<file path="src/rtl/sha256_pkg.sv">
// Shared SHA-256 constants and types used by the digest output streamer.
package sha256_pkg;

  localparam int SHA256_DIGEST_W = 256;

  typedef enum logic {
    IDLE = 1'b0,
    SEND = 1'b1
  } digest_tx_state_t;

  function automatic bit out_w_legal(input int unsigned w);
    return (w == 32) || (w == 64) || (w == 128);
  endfunction

endpackage

</file>
<file path="src/rtl/sha256_digest_tx.sv">
// Streams a captured 256-bit SHA-256 digest out as OUT_W-bit beats, MS beat first,
// with one pending slot so a digest finishing mid-transmission is not lost.
module sha256_digest_tx
  import sha256_pkg::*;
#(
  parameter int  OUT_W     = 32,
  localparam int NUM_BEATS = SHA256_DIGEST_W / OUT_W,
  localparam int IDX_W     = $clog2(NUM_BEATS)
) (
  input  logic                       clk,
  input  logic                       rst,
  input  logic                       digest_valid_i,
  input  logic [SHA256_DIGEST_W-1:0] digest_i,
  output logic                       tx_valid_o,
  input  logic                       tx_ready_i,
  output logic [OUT_W-1:0]           tx_data_o,
  output logic                       tx_last_o,
  output logic [IDX_W-1:0]           tx_idx_o,
  output logic                       busy_o,
  output logic                       drop_o
);

  if (!out_w_legal(OUT_W)) begin : g_bad_out_w
    $error("sha256_digest_tx: OUT_W must be 32, 64 or 128");
  end

  localparam logic [IDX_W-1:0] LAST_IDX = IDX_W'(NUM_BEATS - 1);

  digest_tx_state_t             state_q, state_d;
  logic [SHA256_DIGEST_W-1:0]   active_q, active_d;
  logic [SHA256_DIGEST_W-1:0]   pend_q, pend_d;
  logic                         pend_valid_q, pend_valid_d;
  logic [IDX_W-1:0]             idx_q, idx_d;
  logic                         drop_q, drop_d;
  logic                         hs, last_hs;

  assign hs      = (state_q == SEND) && tx_ready_i;
  assign last_hs = hs && (idx_q == LAST_IDX);

  always_comb begin
    state_d      = state_q;
    active_d     = active_q;
    pend_d       = pend_q;
    pend_valid_d = pend_valid_q;
    idx_d        = idx_q;
    drop_d       = 1'b0;
    case (state_q)
      IDLE: begin
        if (digest_valid_i) begin
          active_d = digest_i;
          idx_d    = '0;
          state_d  = SEND;
        end
      end
      SEND: begin
        if (hs) begin
          active_d = active_q << OUT_W;
          idx_d    = idx_q + IDX_W'(1);
        end
        // Last beat frees the active slot, so a coincident digest is never dropped.
        if (last_hs) begin
          idx_d = '0;
          if (pend_valid_q) begin
            active_d     = pend_q;
            pend_valid_d = digest_valid_i;
            if (digest_valid_i) pend_d = digest_i;
          end else if (digest_valid_i) begin
            active_d = digest_i;
          end else begin
            state_d = IDLE;
          end
        end else if (digest_valid_i) begin
          if (!pend_valid_q) begin
            pend_d       = digest_i;
            pend_valid_d = 1'b1;
          end else begin
            drop_d = 1'b1;
          end
        end
      end
      default: state_d = IDLE;
    endcase
  end

  always_ff @(posedge clk) begin
    if (rst) begin
      state_q      <= IDLE;
      active_q     <= '0;
      pend_q       <= '0;
      pend_valid_q <= 1'b0;
      idx_q        <= '0;
      drop_q       <= 1'b0;
    end else begin
      state_q      <= state_d;
      active_q     <= active_d;
      pend_q       <= pend_d;
      pend_valid_q <= pend_valid_d;
      idx_q        <= idx_d;
      drop_q       <= drop_d;
    end
  end

  assign tx_valid_o = (state_q == SEND);
  assign tx_data_o  = active_q[SHA256_DIGEST_W-1 -: OUT_W];
  assign tx_idx_o   = idx_q;
  assign tx_last_o  = tx_valid_o && (idx_q == LAST_IDX);
  assign busy_o     = (state_q == SEND) || pend_valid_q;
  assign drop_o     = drop_q;

endmodule

</file>
<file path="config.mk">
export PLATFORM = sky130hd
export DESIGN_NAME = sha256_digest_tx
export DESIGN_NICKNAME = d
export VERILOG_FILES = /design/src/rtl/sha256_pkg.sv /design/src/rtl/sha256_digest_tx.sv
export SDC_FILE = /design/constraint.sdc
export NUM_CORES = 1
export LEC_CHECK = 0
export ABC_AREA = 1
export ABC_CLOCK_PERIOD_IN_PS = 2790
export CORE_UTILIZATION = 45
export CTS_CLUSTER_DIAMETER = 50
export DETAILED_ROUTE_END_ITERATION = 8
export PLACE_DENSITY_LB_ADDON = 0.1
export SLEW_MARGIN = 15
export SYNTH_ARGS = -nofsm -noshare
export SYNTH_HDL_FRONTEND = slang
export SYNTH_SLANG_ARGS = --single-unit
</file>
<file path="constraint.sdc">
create_clock -name clk -period 2.79 [get_ports clk]
set_input_delay 0.279 -clock clk [delete_from_list [all_inputs] [get_ports clk]]
set_output_delay 0.279 -clock clk [all_outputs]
set_load 0.01 [all_outputs]
</file>
---- Yosys cells after proc, flatten, opt, wreduce, memory -nomap -nowiden ----
Index checks and enable logic that the tools add are counted.
cells by class
  add/sub/neg operators ................... 1
  multiplexer cells ....................... 22
  reduce and logical (&&, ||, !) cells .... 9
  bitwise logic cells ..................... 2
  equal/unequal tests ..................... 6
operators by type and width
  operator             count
  $mux 256             9
  $pmux 256 s2         1
  $mux 3               3
  $mux 1               7
  $ne 2x2->1 const B   3
  $pmux 3 s2           1
  $reduce_and 5->1     1
  $reduce_and 2->1     2
  $reduce_or 4->1      1
  $add 3x1->3 const B  1
  $eq 3x3->1 const B   1
  $logic_and 1x1->1    3
  $ne 3x1->1 const B   1
  $ne 2x1->1 const B   1
  $not 1->1            2
  $pmux 1 s2           1
  $reduce_bool 2->1    1
  $logic_or 1x1->1     1
storage, ports and cells
  word-level logic and storage cells ...... 46
  flip-flop bits (word level) ............. 518
  input port bits ......................... 260
  output and inout port bits .............. 39

---- Depth between registers and ports, before layout ----
Gate-level depths: netlist of the first run.
  depth after elaboration ................. 6
  mapped depth ............................ 13
  mapped depth without buffers ............ 11

---- Worst setup path after synthesis of the first run ----
Ideal clock, no wire load.
  kind .................................... register to register
  from .................................... register idx_q[0], in the netlist tx_idx_o[0]
  to ...................................... register active_q[245]
  buffers on the path ..................... 3
  setup time .............................. 128 ps
  stages on the path, launching flop included .. 13
  arrival ................................. 1776 ps
  required time ........................... 2662 ps
  path slack .............................. 887 ps
  cell sequence ........................... dfxtp_1 -> ha_1 -> ha_1 -> inv_2 -> nor2_1 -> buf_4 -> nand2_2 -> buf_2 -> buf_2 -> nand3_1 -> nand3_1 -> nor2_1 -> nor2_1
between the ends
  cells in the longest elaborated chain, start to end .. 4
ends and longest elaborated chain
  item                    RTL line                text
  from (decl)             sha256_digest_tx.sv:33  logic [IDX_W-1:0] idx_q, idx_d;
  from (signal assigned)  sha256_digest_tx.sv:98  idx_q <= idx_d;
  $eq 3x3->1              sha256_digest_tx.sv:38  assign last_hs = hs && (idx_q == LAST_IDX);
  $logic_and 1x1->1       sha256_digest_tx.sv:38
  $mux 256                sha256_digest_tx.sv:61  if (last_hs) begin
  $pmux 256 s2            sha256_digest_tx.sv:47  case (state_q)
  to (signal assigned)    sha256_digest_tx.sv:95  active_q <= active_d;
  to (decl)               sha256_digest_tx.sv:30  logic [SHA256_DIGEST_W-1:0] active_q, active_d;
No other way between the ends.
A chain may end at the register's enable or synchronous reset.

---- Worst setup path after layout of the first run ----
  from .................................... register state_q, in the netlist tx_valid_o
  to ...................................... output tx_valid_o
RTL lines
  item                    RTL line                text
  from (decl)             sha256_digest_tx.sv:29  digest_tx_state_t state_q, state_d;
  from (signal assigned)  sha256_digest_tx.sv:94  state_q <= state_d;
  to (decl)               sha256_digest_tx.sv:14  output logic tx_valid_o,
No word-level cell between the ends.

==> results.yml, run 1 <==
final_layout:
  post-route-util_pct: 54.38
  multiInputGateArea_mm2: 0.01482
  syn_to_final_growth_pct: 19.05
  fillCellCount: 6050
  final_common_cell: "nand2_1"
  num-nets-final: 4707
  final_cell_mix: "1442 x nand2_1, 689 x nand3_1, 516 x dfxtp_1"
  register_area_mm2: 0.01038
  drive_gt1_share_pct: 4.230
yosys:
  synth.avg_cell_area_um2: 6.207
  seq_area_frac_synth_pct: 37.54
  syn-num-nets: 4712
  synthDistinctLibCells: 22
  synth-seq-cells: 518
  syn_inst: 4450
  ys_warn_count: 0
  synth_area_mm2: 0.02762
flow_run:
  cap_viol_max_count: 0
die:
  ios: 299
  die-width_um: 249.7
  fp.dieH_um: 249.7
  placementRows: 90
  coreArea_mm2: 0.06047
  start_util_pct: 45.68
  fp.dieArea_mm2: 0.06237
route:
  drtIter0Drc: 3438
  via_per_inst: 5.694
  ant_nets: 0
  wl_per_cell_um: 19.79
  vias: 30040
  drtPass1Iterations: 5
  wirelength_um: 104400
  drc: 0
power_and_ir_drop:
  ir_drop_v: 0.0003903
  p_leak_nw: 13.70
  power_density_mw_per_mm2: 609.6
grt:
  grt_pass1_vias: 26970
  grt_max_degree: 143
  grt-ovfl-total: 0
  grt_pass1_wl_um: 161800
  grtUsageTotal_pct: 32.41
  antenna_found_initial: 3
timing:
  layout_min_cycle_time_ps: 2692
  slew_viol_final: 0
  hold_violations: 0
  whs_ps: 137.0
  worst_slack_ps: 98.05
  finalCritPeriodShare_pct: 96.49
  relSlewSlack_pct: 19.22
  max_freq_ghz: 0.3715
  rsz0062_at_grt: "false"
  tns_ps: 0
  worst_slew_pin_slew_ps: 1212
  clock_skew_ps: 19.34
  finalSetupViolations: 0
worst_hold_path:
  hp-class: "in2reg"
clock_network:
  cts_tree: "built"
  cts_buffers: 69
  clock_latency_ps: 600
  h-tree-depth: 3
  cts_max_path_buffers: 3
  cts_sinks: 518
  clk_pin_slew_worst_paths_ps: 60
  cts-root-buf: "clkbuf_16"
worst_setup_path:
  cp.required_ps: 2510
  start_kind: "flop"
  crit_fanout: 141
  crit_type: "reg2out"
  r2r_slack_ps: 310
  cp-end-kind: "output pin"
  cp_data_arrival_time_ps: 2410
placed_design:
  io_buffers: 298
  dpl_worst_slack_ps: 419.5
  gp_congestion: 0.9343
  hpwl_um: 59600
status:
  status: "completed"
-- through the flow --
stage	area [um^2]	power, mW	std cells
5_1_grt	32880	20.76	5275
6_report	32880	20.05	5275
4_1_cts	32880	20.10	5274
3_3_place_gp	30560	11.05	5155
2_1_floorplan	27620	9.903	4450
3_5_place_dp	30560	11.07	5155
-- synth_stat cells --
master	number	share of area, %
clkbuf_1	239	3.2
a21boi_0	6	0.16
nand3_1	690	13
buf_2	118	2.1
nand4_2	1	0.045
a31oi_1	1	0.023
a21oi_1	420	7.6
buf_1	27	0.37
o21ai_0	50	0.91
o21a_1	2	0.054
dfxtp_1	518	38
a211oi_1	1	0.027
nand4_1	229	5.2
ha_1	2	0.091
inv_1	135	1.8
buf_4	54	1.5
nand2_2	5	0.11
nor2_1	484	6.6
o22ai_1	13	0.29
nand2_1	1443	20
nor3_1	7	0.13
inv_2	5	0.068
-- layer usage --
layer / vias up / wire length, um / track usage, %
li1: 14580 / - / -
met1: 13910 / 47140 / 47.95
met3: 169 / 9484 / 6.060
met5: - / 27 / 0
met4: 4 / 3293 / 10.46
met2: 1381 / 44420 / 46.85
-- kinds of logic (layout without fill, tap and decap cells) --
family / after synthesis / in the layout / share of synthesized area [%]
DFF: 518 / 518 / 37.54
adders and majority gates: 2 / 2 / 0.09059
AOI/OAI and AO/OA: 493 / 493 / 9.078
and+or+nand+nor: 2859 / 2859 / 44.16
buffers and inverters: 578 / 620 / 9.123
other: 0 / 1 / 0
-- worst paths after layout --
check | start | end | cells past startpoint
setup / recovery | tx_valid_o | tx_valid_o | 2
hold / removal | rst | active_q[6] | 2
setup reg to reg | tx_idx_o[0] | pend_q[105] | 6
hold reg to reg | pend_q[225] | pend_q[225] | 2
-- critical path, cell delays in order, from the launching register on --
cell and delay [ps]:
dfxtp_4 540, buf_12 530, clkdlybuf4s50_1 660
-- where the power goes --
part | total [mW] | leakage [nW] | internal (mW) | switching [mW]
Combinational | 2.86 | 8.35 | 1.05 | 1.81
Clock | 9.07 | 1.12 | 5.61 | 3.46
Sequential | 8.12 | 4.24 | 7.80 | 0.318
Total | 20.0 | 13.7 | 14.5 | 5.59
-- state kept, by name (all words and copies together), names as in the netlist --
register / count
active_q: 256
drop_o: 1
pend_q: 256
pend_valid_q: 1
tx_idx_o: 3
tx_valid_o: 1
-- what timing repair did --
action	in CTS	in global routing
setup buffers	0	0
resized for setup	0	1
endpoints found under the setup margin	0	1
hold buffers	1	0
hold endpoints to repair	1	0
-- layout make-up --
type | count | area share [%]
tap | 782 | 2.976
multi-input combinational | 3354 | 45.06
inverter | 140 | 1.651
antenna | 1 | 0.007610
timing repair buffer | 362 | 11.72
clock inverter | 21 | 0.8562
clock buffer | 97 | 6.164
sequential | 518 | 31.56
No activity file was read; power rests on OpenSTA's default activity.
==> inputs of run 2 (changes only) <==
- CORE_ASPECT_RATIO: not set -> 0.9
- CORE_MARGIN: not set -> 5
- HOLD_SLACK_MARGIN: not set -> 0.02
==> results.yml, run 2 (same netlist as run 1, synthesis figures left out) <==
clock_network:
  post_cts_buffers: 0
  clock_latency_ps: 610
  cts_sinks: 518
  cts-root-buf: "clkbuf_16"
  cts_buffers: 66
  h-tree-depth: 3
  clk_pin_slew_worst_paths_ps: 60
  cts_tree: "built"
  cts_max_path_buffers: 3
timing:
  layout_min_cycle_time_ps: 2531
  relSlewSlack_pct: 23.02
  slew_viol_final: 0
  worst_slew_pin_slew_ps: 1155
  hold_violations: 0
  finalSetupViolations: 0
  clock_skew_ps: 32.94
  tns_ps: 0
  rsz0062_at_grt: "false"
  max_freq_ghz: 0.3951
  finalCritPeriodShare_pct: 90.72
grt:
  antenna_found_initial: 12
  grt-ovfl-total: 0
  grtUsageTotal_pct: 30.26
  grt_pass1_vias: 26610
  grt_max_degree: 194
  grt_pass1_wl_um: 163500
power_and_ir_drop:
  ir_drop_v: 0.0003847
  power_mw: 19.72
  p_leak_nw: 13.64
  p_int_mw: 14.14
  swShare_pct: 28.31
  power_density_mw_per_mm2: 602.0
  p_switching_mw: 5.585
  combinationalPowerShare_pct: 14.5
  p_seq_share_pct: 41.0
  p_clk_share_pct: 44.5
die:
  die-width_um: 271.1
  placementRows: 86
  fp.dieArea_mm2: 0.06644
  coreArea_mm2: 0.06101
  fp.dieH_um: 245.0
  start_util_pct: 45.27
  ios: 299
route:
  wl_per_cell_um: 20.19
  vias: 29990
  wirelength_um: 106600
  drc: 0
  ant_nets: 0
  drtPass1Iterations: 6
  drtIter0Drc: 3811
  via_per_inst: 5.681
worst_hold_path:
  hp-class: "in2reg"
placed_design:
  hpwl_um: 60620
  io_buffers: 298
  gp_congestion: 0.8375
  placed_cell_area_mm2: 0.03054
final_layout:
  syn_to_final_growth_pct: 18.64
  drive_gt1_share_pct: 3.971
  final_cell_mix: "1442 x nand2_1, 689 x nand3_1, 516 x dfxtp_1"
  num-nets-final: 4699
  final_common_cell: "nand2_1"
  final_cell_area_mm2: 0.03277
worst_setup_path:
  cp_data_arrival_time_ps: 3040
  cp.required_ps: 3300
  crit_fanout: 158
  crit_type: "reg2reg"
  start_kind: "flop"
  cp-end-kind: "flop"
status:
  status: "completed"
flow_run:
  cap_viol_max_count: 0
[run 2: changes by cell type in the layout (fill, tap and decap cells not counted), moves of 2 or more]
cell and delta:
clkinvlp_4 -5, buf_4 -6, clkinv_8 +3, clkinv_2 -2
clkbuf_1 +3, clkbuf_16 -5, diode_2 +4
[run 2: path summary, 6_finish.rpt]
path	start	end	slack, ps	cells after the start
hold / removal	digest_valid_i	pend_valid_q	100	3
setup reg to reg	tx_idx_o[0]	pend_q[174]	260	7
setup / recovery	tx_idx_o[0]	pend_q[174]	260	7
hold reg to reg	pend_q[189]	pend_q[189]	460	2
[run 2: routing by layer]
layer / global-route usage (%) / vias to the layer above / wire length, um
met4: 8.692 / 14 / 2892
met5: 0 / - / 81
met2: 44.51 / 1332 / 46120
met1: 44.84 / 13940 / 47930
met3: 6.255 / 165 / 9594
li1: - / 14550 / -
[run 2: area by class of cell]
cell class	instances	area [um^2]
fill	6241	28240
clock buffer	97	1941
antenna	5	12.51
tap	792	991.0
inverter	140	540.5
multi-input combinational	3354	14820
timing repair buffer	357	3827
clock inverter	17	261.5
sequential	518	10380
[run 2: power groups by stage]
stage | sequential, mW | clock (mW) | combinational, mW
3_3_place_gp | 8.23 | 0 | 2.80
5_1_grt | 8.12 | 9.18 | 3.13
2_1_floorplan | 8.13 | 0 | 1.77
6_report | 8.08 | 8.78 | 2.86
4_1_cts | 8.07 | 8.88 | 2.83
3_5_place_dp | 8.23 | 0 | 2.81
[run 2: critical path: stages (launching register included)]
cell	delay (ps)
dfxtp_1	380
ha_1	170
ha_1	290
nand2_2	230
nand2_8	150
buf_12	520
nand4_1	190
a21oi_1	200
[run 2: timing repair]
| action | in CTS | in global routing |
|---|---|---|
| hold endpoints to repair | 9 | 0 |
| hold buffers | 1 | 0 |
| setup endpoints to repair | 0 | 1 |
| gates resized for setup | 0 | 1 |
[run 2: metrics by stage]
stage	setup slack, ps	utilization (%)	std cells	hold slack, ps
4_1_cts	86.38	53.68	5275	64.97
6_report	259.0	53.71	5280	97.64
2_1_floorplan	886.6	-	4450	413.9
5_1_grt	127.7	53.70	5279	89.14
3_5_place_dp	368.3	50.06	5160	452.6
3_3_place_gp	430.8	50.06	5160	449.8
